### config.mk
export PLATFORM = sky130hd
export DESIGN_NAME = deintv2_pair_swap
export DESIGN_NICKNAME = d
export VERILOG_FILES = /design/src/rtl/deintv2_pair_swap_pkg.sv /design/src/rtl/deintv2_pair_swap_wrap_counter.sv /design/src/rtl/deintv2_pair_swap.sv
export SDC_FILE = /design/constraint.sdc
export NUM_CORES = 1
export LEC_CHECK = 0
export BUFFER_PORTS_ARGS = -buffer_cell sky130_fd_sc_hd__buf_2
export CAP_MARGIN = 20
export CORE_ASPECT_RATIO = 1.2
export CORE_UTILIZATION = 50
export DETAILED_ROUTE_END_ITERATION = 10
export HOLD_SLACK_MARGIN = 0.06
export PLACE_DENSITY = 0.76
export SETUP_SLACK_MARGIN = 0.02
export SLEW_MARGIN = 20
export SYNTH_ARGS = -nofsm -noshare
export SYNTH_HDL_FRONTEND = slang
export SYNTH_SLANG_ARGS = --single-unit
### constraint.sdc
create_clock -name clk -period 2.15 [get_ports clk]
set_input_delay 0.3225 -clock clk [delete_from_list [all_inputs] [get_ports clk]]
set_output_delay 0.3225 -clock clk [all_outputs]
set_load 0.005 [all_outputs]
### src/rtl/deintv2_pair_swap_pkg.sv
// Shared OFDM constants for the pair-swap deinterleaver.
// Holds the block period, the swap point and the modulation map encodings.
package deintv2_pair_swap_pkg;

  localparam int OFDM_BLK_BITS   = 24;
  localparam int OFDM_SWAP_START = 12;

  typedef enum logic [1:0] {
    MAP_BPSK  = 2'b00,
    MAP_QPSK  = 2'b01,
    MAP_16QAM = 2'b10,
    MAP_64QAM = 2'b11
  } map_type_e;

endpackage

### src/rtl/deintv2_pair_swap_wrap_counter.sv
// Modulo-N enable counter: advances on en and wraps from N-1 back to 0.
module wrap_counter #(
  parameter int N = 24,
  parameter int W = (N > 1) ? $clog2(N) : 1
) (
  input  logic         clk,
  input  logic         rst_n,
  input  logic         en,
  output logic [W-1:0] cnt,
  output logic         cnt_last
);

  localparam logic [W-1:0] LAST = W'(N - 1);

  assign cnt_last = (cnt == LAST);

  always_ff @(posedge clk or negedge rst_n) begin
    if (!rst_n) begin
      cnt <= '0;
    end else if (en) begin
      cnt <= cnt_last ? '0 : cnt + 1'b1;
    end
  end

endmodule

### src/rtl/deintv2_pair_swap.sv
// Serial 2-bit deinterleaver: gathers bit pairs and re-emits them, reversing
// each pair whose output position lies in the upper part of the block.
module deintv2_pair_swap
  import deintv2_pair_swap_pkg::*;
#(
  parameter int PAIR_W     = 2,
  parameter int BLK_BITS   = OFDM_BLK_BITS,
  parameter int SWAP_START = OFDM_SWAP_START
) (
  input  logic       clk,
  input  logic       rst_n,
  input  logic       s_axis_tdata,
  input  logic       s_axis_tvalid,
  output logic       s_axis_tready,
  output logic       m_axis_tdata,
  output logic       m_axis_tvalid,
  input  logic       m_axis_tready,
  input  logic [7:0] symb_cnt_in,
  input  logic [1:0] map_type_in,
  output logic [7:0] symb_cnt_out,
  output logic [1:0] map_type_out
);

  localparam int CNT_W = (BLK_BITS > 1) ? $clog2(BLK_BITS) : 1;
  localparam logic [CNT_W-1:0] SWAP_POS = CNT_W'(SWAP_START);

  logic [PAIR_W-1:0] col_data_p0;
  logic [1:0]        col_cnt_p0;
  logic              col_full_p0;
  logic [PAIR_W-1:0] em_data_p1;
  logic [1:0]        em_rem_p1;
  logic              swap_p1;
  logic              vld_p1;
  logic              rdy_en;

  logic              in_hs;
  logic              out_hs;
  logic              em_last_hs;
  logic              pair_xfer;
  logic [CNT_W-1:0]  cnt;
  logic              cnt_last;
  logic [CNT_W-1:0]  next_pos;
  logic [CNT_W-1:0]  start_pos;
  logic              swap_next;
  logic              first_bit;
  logic              sel_bit;

  wrap_counter #(
    .N (BLK_BITS),
    .W (CNT_W)
  ) u_cnt (
    .clk      (clk),
    .rst_n    (rst_n),
    .en       (out_hs),
    .cnt      (cnt),
    .cnt_last (cnt_last)
  );

  assign col_full_p0 = (col_cnt_p0 == 2'd2);
  assign vld_p1      = (em_rem_p1 != 2'd0);
  assign in_hs       = s_axis_tvalid & s_axis_tready;
  assign out_hs      = m_axis_tvalid & m_axis_tready;
  assign em_last_hs  = out_hs & (em_rem_p1 == 2'd1);
  assign pair_xfer   = col_full_p0 & (~vld_p1 | em_last_hs);

  // rdy_en keeps tready low while reset is asserted without a combinational reset path.
  assign s_axis_tready = rdy_en & (~col_full_p0 | pair_xfer);

  // The pair's first output bit lands on cnt, or on cnt+1 when the previous
  // pair's last bit leaves on the same edge.
  assign next_pos  = cnt_last ? '0 : cnt + 1'b1;
  assign start_pos = vld_p1 ? next_pos : cnt;
  assign swap_next = (start_pos >= SWAP_POS);

  assign first_bit     = (em_rem_p1 == 2'd2);
  assign sel_bit       = (first_bit ^ swap_p1) ? em_data_p1[0] : em_data_p1[1];
  assign m_axis_tvalid = vld_p1;
  assign m_axis_tdata  = vld_p1 & sel_bit;

  always_ff @(posedge clk or negedge rst_n) begin
    if (!rst_n) begin
      rdy_en <= 1'b0;
    end else begin
      rdy_en <= 1'b1;
    end
  end

  // Stage p0: collect two serial bits, first bit into bit0.
  always_ff @(posedge clk or negedge rst_n) begin
    if (!rst_n) begin
      col_data_p0 <= '0;
      col_cnt_p0  <= 2'd0;
    end else if (pair_xfer && in_hs) begin
      col_data_p0[0] <= s_axis_tdata;
      col_cnt_p0     <= 2'd1;
    end else if (pair_xfer) begin
      col_cnt_p0 <= 2'd0;
    end else if (in_hs) begin
      col_data_p0[col_cnt_p0[0]] <= s_axis_tdata;
      col_cnt_p0                 <= col_cnt_p0 + 2'd1;
    end
  end

  // Stage p1: emit the held pair in natural or reversed order.
  always_ff @(posedge clk or negedge rst_n) begin
    if (!rst_n) begin
      em_data_p1 <= '0;
      em_rem_p1  <= 2'd0;
      swap_p1    <= 1'b0;
    end else if (pair_xfer) begin
      em_data_p1 <= col_data_p0;
      em_rem_p1  <= 2'd2;
      swap_p1    <= swap_next;
    end else if (out_hs) begin
      em_rem_p1 <= em_rem_p1 - 2'd1;
    end
  end

  always_ff @(posedge clk or negedge rst_n) begin
    if (!rst_n) begin
      symb_cnt_out <= 8'd0;
      map_type_out <= 2'd0;
    end else begin
      symb_cnt_out <= symb_cnt_in;
      map_type_out <= map_type_in;
    end
  end

endmodule

-- Word-level counts from Yosys, hierarchy flattened
Index checks and enable logic that the tools add are counted.
Widths: inputs -> output; s select.
- logic and storage cells: 56
- input bits: 15
- output and inout bits: 13
- register bits after elaboration: 25
- reductions and logical operators: 8
- magnitude comparators: 3
- bitwise logic cells: 13
- equality and inequality tests: 5
- $add $sub $neg: 3
- multiplexer cells: 14
- operators by type and width (cell ; number):
    $mux 2 ; 5
    $mux 5 ; 2
    $and 1x1->1 ; 6
    $reduce_bool 2->1 ; 3
    $add 5x1->5 const B ; 1
    $eq 5x5->1 const B ; 1
    $ge 5x4->1 const B ; 1
    $mux 1 ; 5
    $eq 2x2->1 const B ; 2
    $not 1->1 ; 4
    $reduce_and 3->1 ; 1
    $reduce_bool 3->1 ; 1
    $add 2x1->2 const B ; 1
    $bwmux 2 ; 1
    $eq 2x1->1 const B ; 1
    $logic_and 1x1->1 ; 2
    $lt 1x2->1 const B ; 1
    $ne 2x1->1 const B ; 1
    $or 1x1->1 ; 2
    $reduce_and 2->1 ; 1
    $sub 2x1->2 const B ; 1
    $demux 1 s1 ; 1
    $ge 1x1->1 const B ; 1
    $xor 1x1->1 ; 1

-- Depth between registers and ports, before layout
- depth after elaboration: 11
- gate-level depth with buffers: 7
- mapped depth without buffers: 6

-- Cells and area by module
Synthesis repeated with hierarchy kept, for this count alone.
- cell total of the unflattened synthesis: 86
- area, all modules: 1051.0 um^2
- modules (own cells, without submodules) (module ; cells an instance ; instances ; sequential area each (um^2) ; area an instance (um^2)):
    deintv2_pair_swap ; 67 ; 1 ; 500.5 ; 817.0
    wrap_counter ; 19 ; 1 ; 125.1 ; 234.0

-- Worst setup path after synthesis
Ideal clock, no wire load.
- path type: flip-flop to flip-flop
- start: register em_rem_p1[0]
- end: register em_data_p1[0]
- stages on the path, launching flop included: 7
- slack: 631 ps
- clock period less this slack: 1519 ps
- data required time: 2025 ps
- arrival: 1394 ps
- library setup time: 125 ps
- path buffers: 1
- cells stage by stage: dfrtp_1 -> inv_1 -> ha_1 -> a21o_4 -> nor2b_4 -> buf_6 -> mux2_4
- cells in the longest elaborated chain, start to end: 5
- elaborated cells between the ends (all ways): 7
- those cells by class: 1 x eq/ne; 5 x bitwise; 1 x reduce/logical
- RTL lines (item ; RTL line ; source):
    from (decl) ; deintv2_pair_swap.sv:31 ; logic [1:0] em_rem_p1;
    from (signal assigned) ; deintv2_pair_swap.sv:115 ; em_rem_p1 <= em_rem_p1 - 2'd1;
    $reduce_bool 2->1 ; deintv2_pair_swap.sv:60 ; assign vld_p1 = (em_rem_p1 != 2'd0);
    $and 1x1->1 ; deintv2_pair_swap.sv:62 ; assign out_hs = m_axis_tvalid & m_axis_tready;
    $and 1x1->1 ; deintv2_pair_swap.sv:63 ; assign em_last_hs = out_hs & (em_rem_p1 == 2'd1);
    $or 1x1->1 (*) ; deintv2_pair_swap.sv:64 ; assign pair_xfer = col_full_p0 & (~vld_p1 | em_last_hs);
    $and 1x1->1 (*) ; deintv2_pair_swap.sv:64 ;
    to (signal assigned) ; deintv2_pair_swap.sv:111 ; em_data_p1 <= col_data_p0;
    to (decl) ; deintv2_pair_swap.sv:30 ; logic [PAIR_W-1:0] em_data_p1;
Every way passes the cells marked *; elsewhere a longest branch is shown, timed or not.
A chain may end at the register's enable or synchronous reset.

-- Final worst setup path
- start: register em_rem_p1[0]
- end: output port m_axis_tdata
- cells in the longest elaborated chain, start to end: 4
- elaborated cells between the ends (all ways): 5
- those cells by class: 1 x eq/ne; 1 x mux; 2 x bitwise; 1 x reduce/logical
- RTL lines (item ; RTL line ; source):
    $eq 2x2->1 ; deintv2_pair_swap.sv:75 ; assign first_bit = (em_rem_p1 == 2'd2);
    $xor 1x1->1 ; deintv2_pair_swap.sv:76 ; assign sel_bit = (first_bit ^ swap_p1) ? em_data_p1[0] : em_data_p1[1];
    $mux 1 ; deintv2_pair_swap.sv:76 ;
    $and 1x1->1 (*) ; deintv2_pair_swap.sv:78 ; assign m_axis_tdata = vld_p1 & sel_bit;
    to (decl) ; deintv2_pair_swap.sv:15 ; output logic m_axis_tdata,
Marked as above.

==> results_dict.tcl <==
set metrics [dict create \
    grt_max_degree 26 \
    worst_slack_ps 233 \
    cp_max_fo 3 \
    cts_tree "yes" \
    crit_buf_inv 2 \
    finalSetupViolCount 0 \
    initial_core_util 0.530 \
    port_buffers 27 \
    ff2ff_path_depth 6 \
    grt_pass1_vias 653 \
    endpoint_kind "output pin" \
    path_cells "inv_1 -> ha_1 -> xnor2_1 -> mux2i_1 -> nor2_1 -> buf_2" \
    numCtsBuffers 3 \
    die_x_um 44.5 \
    wl_per_cell_um 11.7 \
    period_share 0.891 \
    rrSetupSlack_ps 530 \
    rsz0062_at_grt "false" \
    met2_usage 0.233 \
    setup_total_negative_slack_ps 0 \
    crit-reg2reg-launch "em_rem_p1[0]" \
    power_density_nw_per_um2 1210 \
    slew_headroom 0.637 \
    grt_usage 0.156 \
    gr-total-overflow 0 \
    drt-vias-per-instance 4.93 \
    slowest_delay_ps 410 \
    cts_max_path_buffers 2 \
    detailed_place_hpwl_um 1290 \
    path_clk_slew_ps 130 \
    drv_cap 0 \
    cp_top_family "flip-flops" \
    grt_util_met1 0.204 \
    hold_path.startpoint "symb_cnt_in[3]" \
    post_cts_resized 0 \
    clockRootBuffer "clkbuf_4" \
    cp_slowest_cell "dfrtp_1" \
    slew_viol_final 0 \
    skew_ps 2.19 \
    max_freq_mhz 522 \
    gp_congestion 0.760 \
    dp_slack_ps 555 \
    min_period_ps 1920 \
    io_pins 28 \
    dieArea_sq_um 2360 \
    area_growth_pct 18.5 \
    met3_usage 0.0375 \
    netlist_area_sq_um 1090 \
    clock_latency_ps 320 \
    grt_pass1_wl_um 2620 \
    avgSynthCellArea_sq_um 12.9 \
    r2r_end "u_cnt.cnt[4]" \
    drive_gt1_frac 0.383 \
    path_class "reg -> out" \
    holdPathEnd "symb_cnt_out[3]" \
    drt_iter0_drc 3 \
    dr.pass1.iters 3 \
    antenna_found_initial 0 \
    synthCells 84 \
    worst_slew_pin_slew_ps 544 \
    syn-num-nets 103 \
    n_antenna_cell 0 \
    finalWirelength_um 1700 \
    ir_drop_mv 0.889 \
    layout.nets 135 \
    vias 715 \
    final-seq-area_sq_um 626 \
    fillers 161 \
    htreeDepth 1 \
    synth_cell_types 32 \
    rows 18 \
    startpoint_type "flip-flop" \
    hold_violations 0 \
    hp-class "in -> reg" \
    cp.required_ps 1830 \
    whs_path_depth 1 \
    power.leakage_nw 0.619 \
    multiInputGateArea_sq_um 434 \
    dieHeight_um 53.1 \
    cts.sinks 25 \
    drc 0 \
    ys_seq_area_frac 0.576 \
    yosys_warnings 0 \
    gr-max-usage-layer "met2" \
    ant_nets 0 \
    core_area_sq_um 2050 \
    arrival_ps 1590 \
    status "completed" \
    synth_seq_cells 25 \
]
[layer usage]
layer  up-vias  part of all wire
met5         -                 0
met4         0             0.028
met3         6             0.056
met2        29              0.46
met1       336              0.46
li1        344                 -
[worst max-delay path by stage]
stage	from	endpoint	slack, ps	cells after the start
2_1_floorplan	em_rem_p1[0]	em_data_p1[0]	630	6
3_3_place_gp	em_rem_p1[0]	col_data_p0[0]	610	6
3_5_place_dp	em_rem_p1[0]	col_data_p0[0]	560	6
4_1_cts	em_rem_p1[0]	m_axis_tdata	220	6
5_1_grt	em_rem_p1[0]	m_axis_tdata	130	6
6_report	em_rem_p1[0]	m_axis_tdata	230	6
[worst register-to-register path: stages, from the launching register on]
cell	delay (ps)
dfrtp_1	410
inv_1	70
ha_1	270
inv_1	120
nand2_1	160
nor2_1	150
mux2_2	330
[layout make-up]
type / count / share of cell area
clock buffer: 3 / 0.0175
clock inverter: 1 / 0.00583
inverter: 4 / 0.0117
multi-input combinational: 54 / 0.337
sequential: 25 / 0.486
tap: 30 / 0.0292
timing repair buffer: 28 / 0.113
[state kept, by name, indices dropped and copies added, names as in the netlist]
name and flops:
u_cnt.cnt 5, swap_p1 1, symb_cnt_out 8, col_data_p0 2, rdy_en 1, em_rem_p1 2
em_data_p1 2, map_type_out 2, col_cnt_p0 2
[synthesized netlist by cell type, drive strengths merged]
cell | number | area [sq um]
dfrtp | 25 | 626
nand2 | 9 | 33.8
mux2 | 7 | 90.1
nor2 | 5 | 21.3
ha | 4 | 50.1
inv | 4 | 15.0
o21ai | 4 | 20.0
xnor2 | 4 | 35.0
nor2b | 3 | 28.8
a2111o | 1 | 11.3
a211o | 1 | 8.76
a21o | 1 | 15.0
a21oi | 1 | 5.00
a31oi | 1 | 6.26
and2b | 1 | 7.51
buf | 1 | 11.3
conb | 1 | 3.75
mux2i | 1 | 10.0
nand2b | 1 | 13.8
nand3 | 1 | 5.00
nand3b | 1 | 7.51
nand4 | 1 | 6.26
nor3 | 1 | 5.00
nor3b | 1 | 7.51
nor4 | 1 | 6.26
o211ai | 1 | 21.3
o21a | 1 | 7.51
o31ai | 1 | 7.51
[per-stage QoR]
step	std cells	area, sq um	total power [W]	utilization	hold WS [ps]
after global routing	145	1290	0.00167	0.628	72.0
after global placement	140	1250	0.00132	0.609	328
after detailed placement	140	1250	0.00136	0.609	338
after CTS	145	1290	0.00157	0.628	85.8
after floorplan	84	1090	0.00120	-	26.9
final	145	1290	0.00155	0.628	94.2
[what timing repair did]
item,4_1_cts,5_1_grt
hold endpoints to repair,25,0
hold buffers,1,0
buffers inserted,0,0
endpoints found under the setup margin,0,0
[cell usage in the layout (no fill, tap or decap)]
master	Yosys	final
nor2b_1	1	1
buf_2	0	27
conb_1	1	1
clkinvlp_4	0	1
xnor2_1	4	4
nor3_1	1	1
mux2_4	3	3
nor2b_2	1	1
nor2b_4	1	1
inv_1	4	4
nand3b_1	1	1
a2111o_1	1	1
nor2_2	1	1
nor3b_1	1	1
clkbuf_4	0	3
nand4_1	1	1
a21oi_1	1	1
ha_1	4	4
a31oi_1	1	1
o21a_1	1	1
mux2_2	4	4
o31ai_1	1	1
mux2i_1	1	1
nor2_1	4	4
dlygate4sd3_1	0	1
nor4_1	1	1
o21ai_0	4	4
nand2_1	9	9
and2b_1	1	1
a21o_4	1	1
nand2b_4	1	1
dfrtp_1	25	25
a211o_1	1	1
nand3_1	1	1
o211ai_4	1	1
[where the power goes]
part           total, W  internal [W]  switching (W)
clock          0.000211     0.0000712       0.000140
sequential     0.000740      0.000609       0.000131
combinational  0.000602      0.000324       0.000279
total           0.00155       0.00100       0.000550
[cell families after synthesis]
kind of cell,share of synthesized area
xor+xnor,0.0323
mux,0.0922
fa+ha+maj,0.0461
simple gates,0.131
other cells,0.00345
flops,0.576
buf+inv,0.0242
compound gates,0.0945
Power figures use the tool's default switching activity.
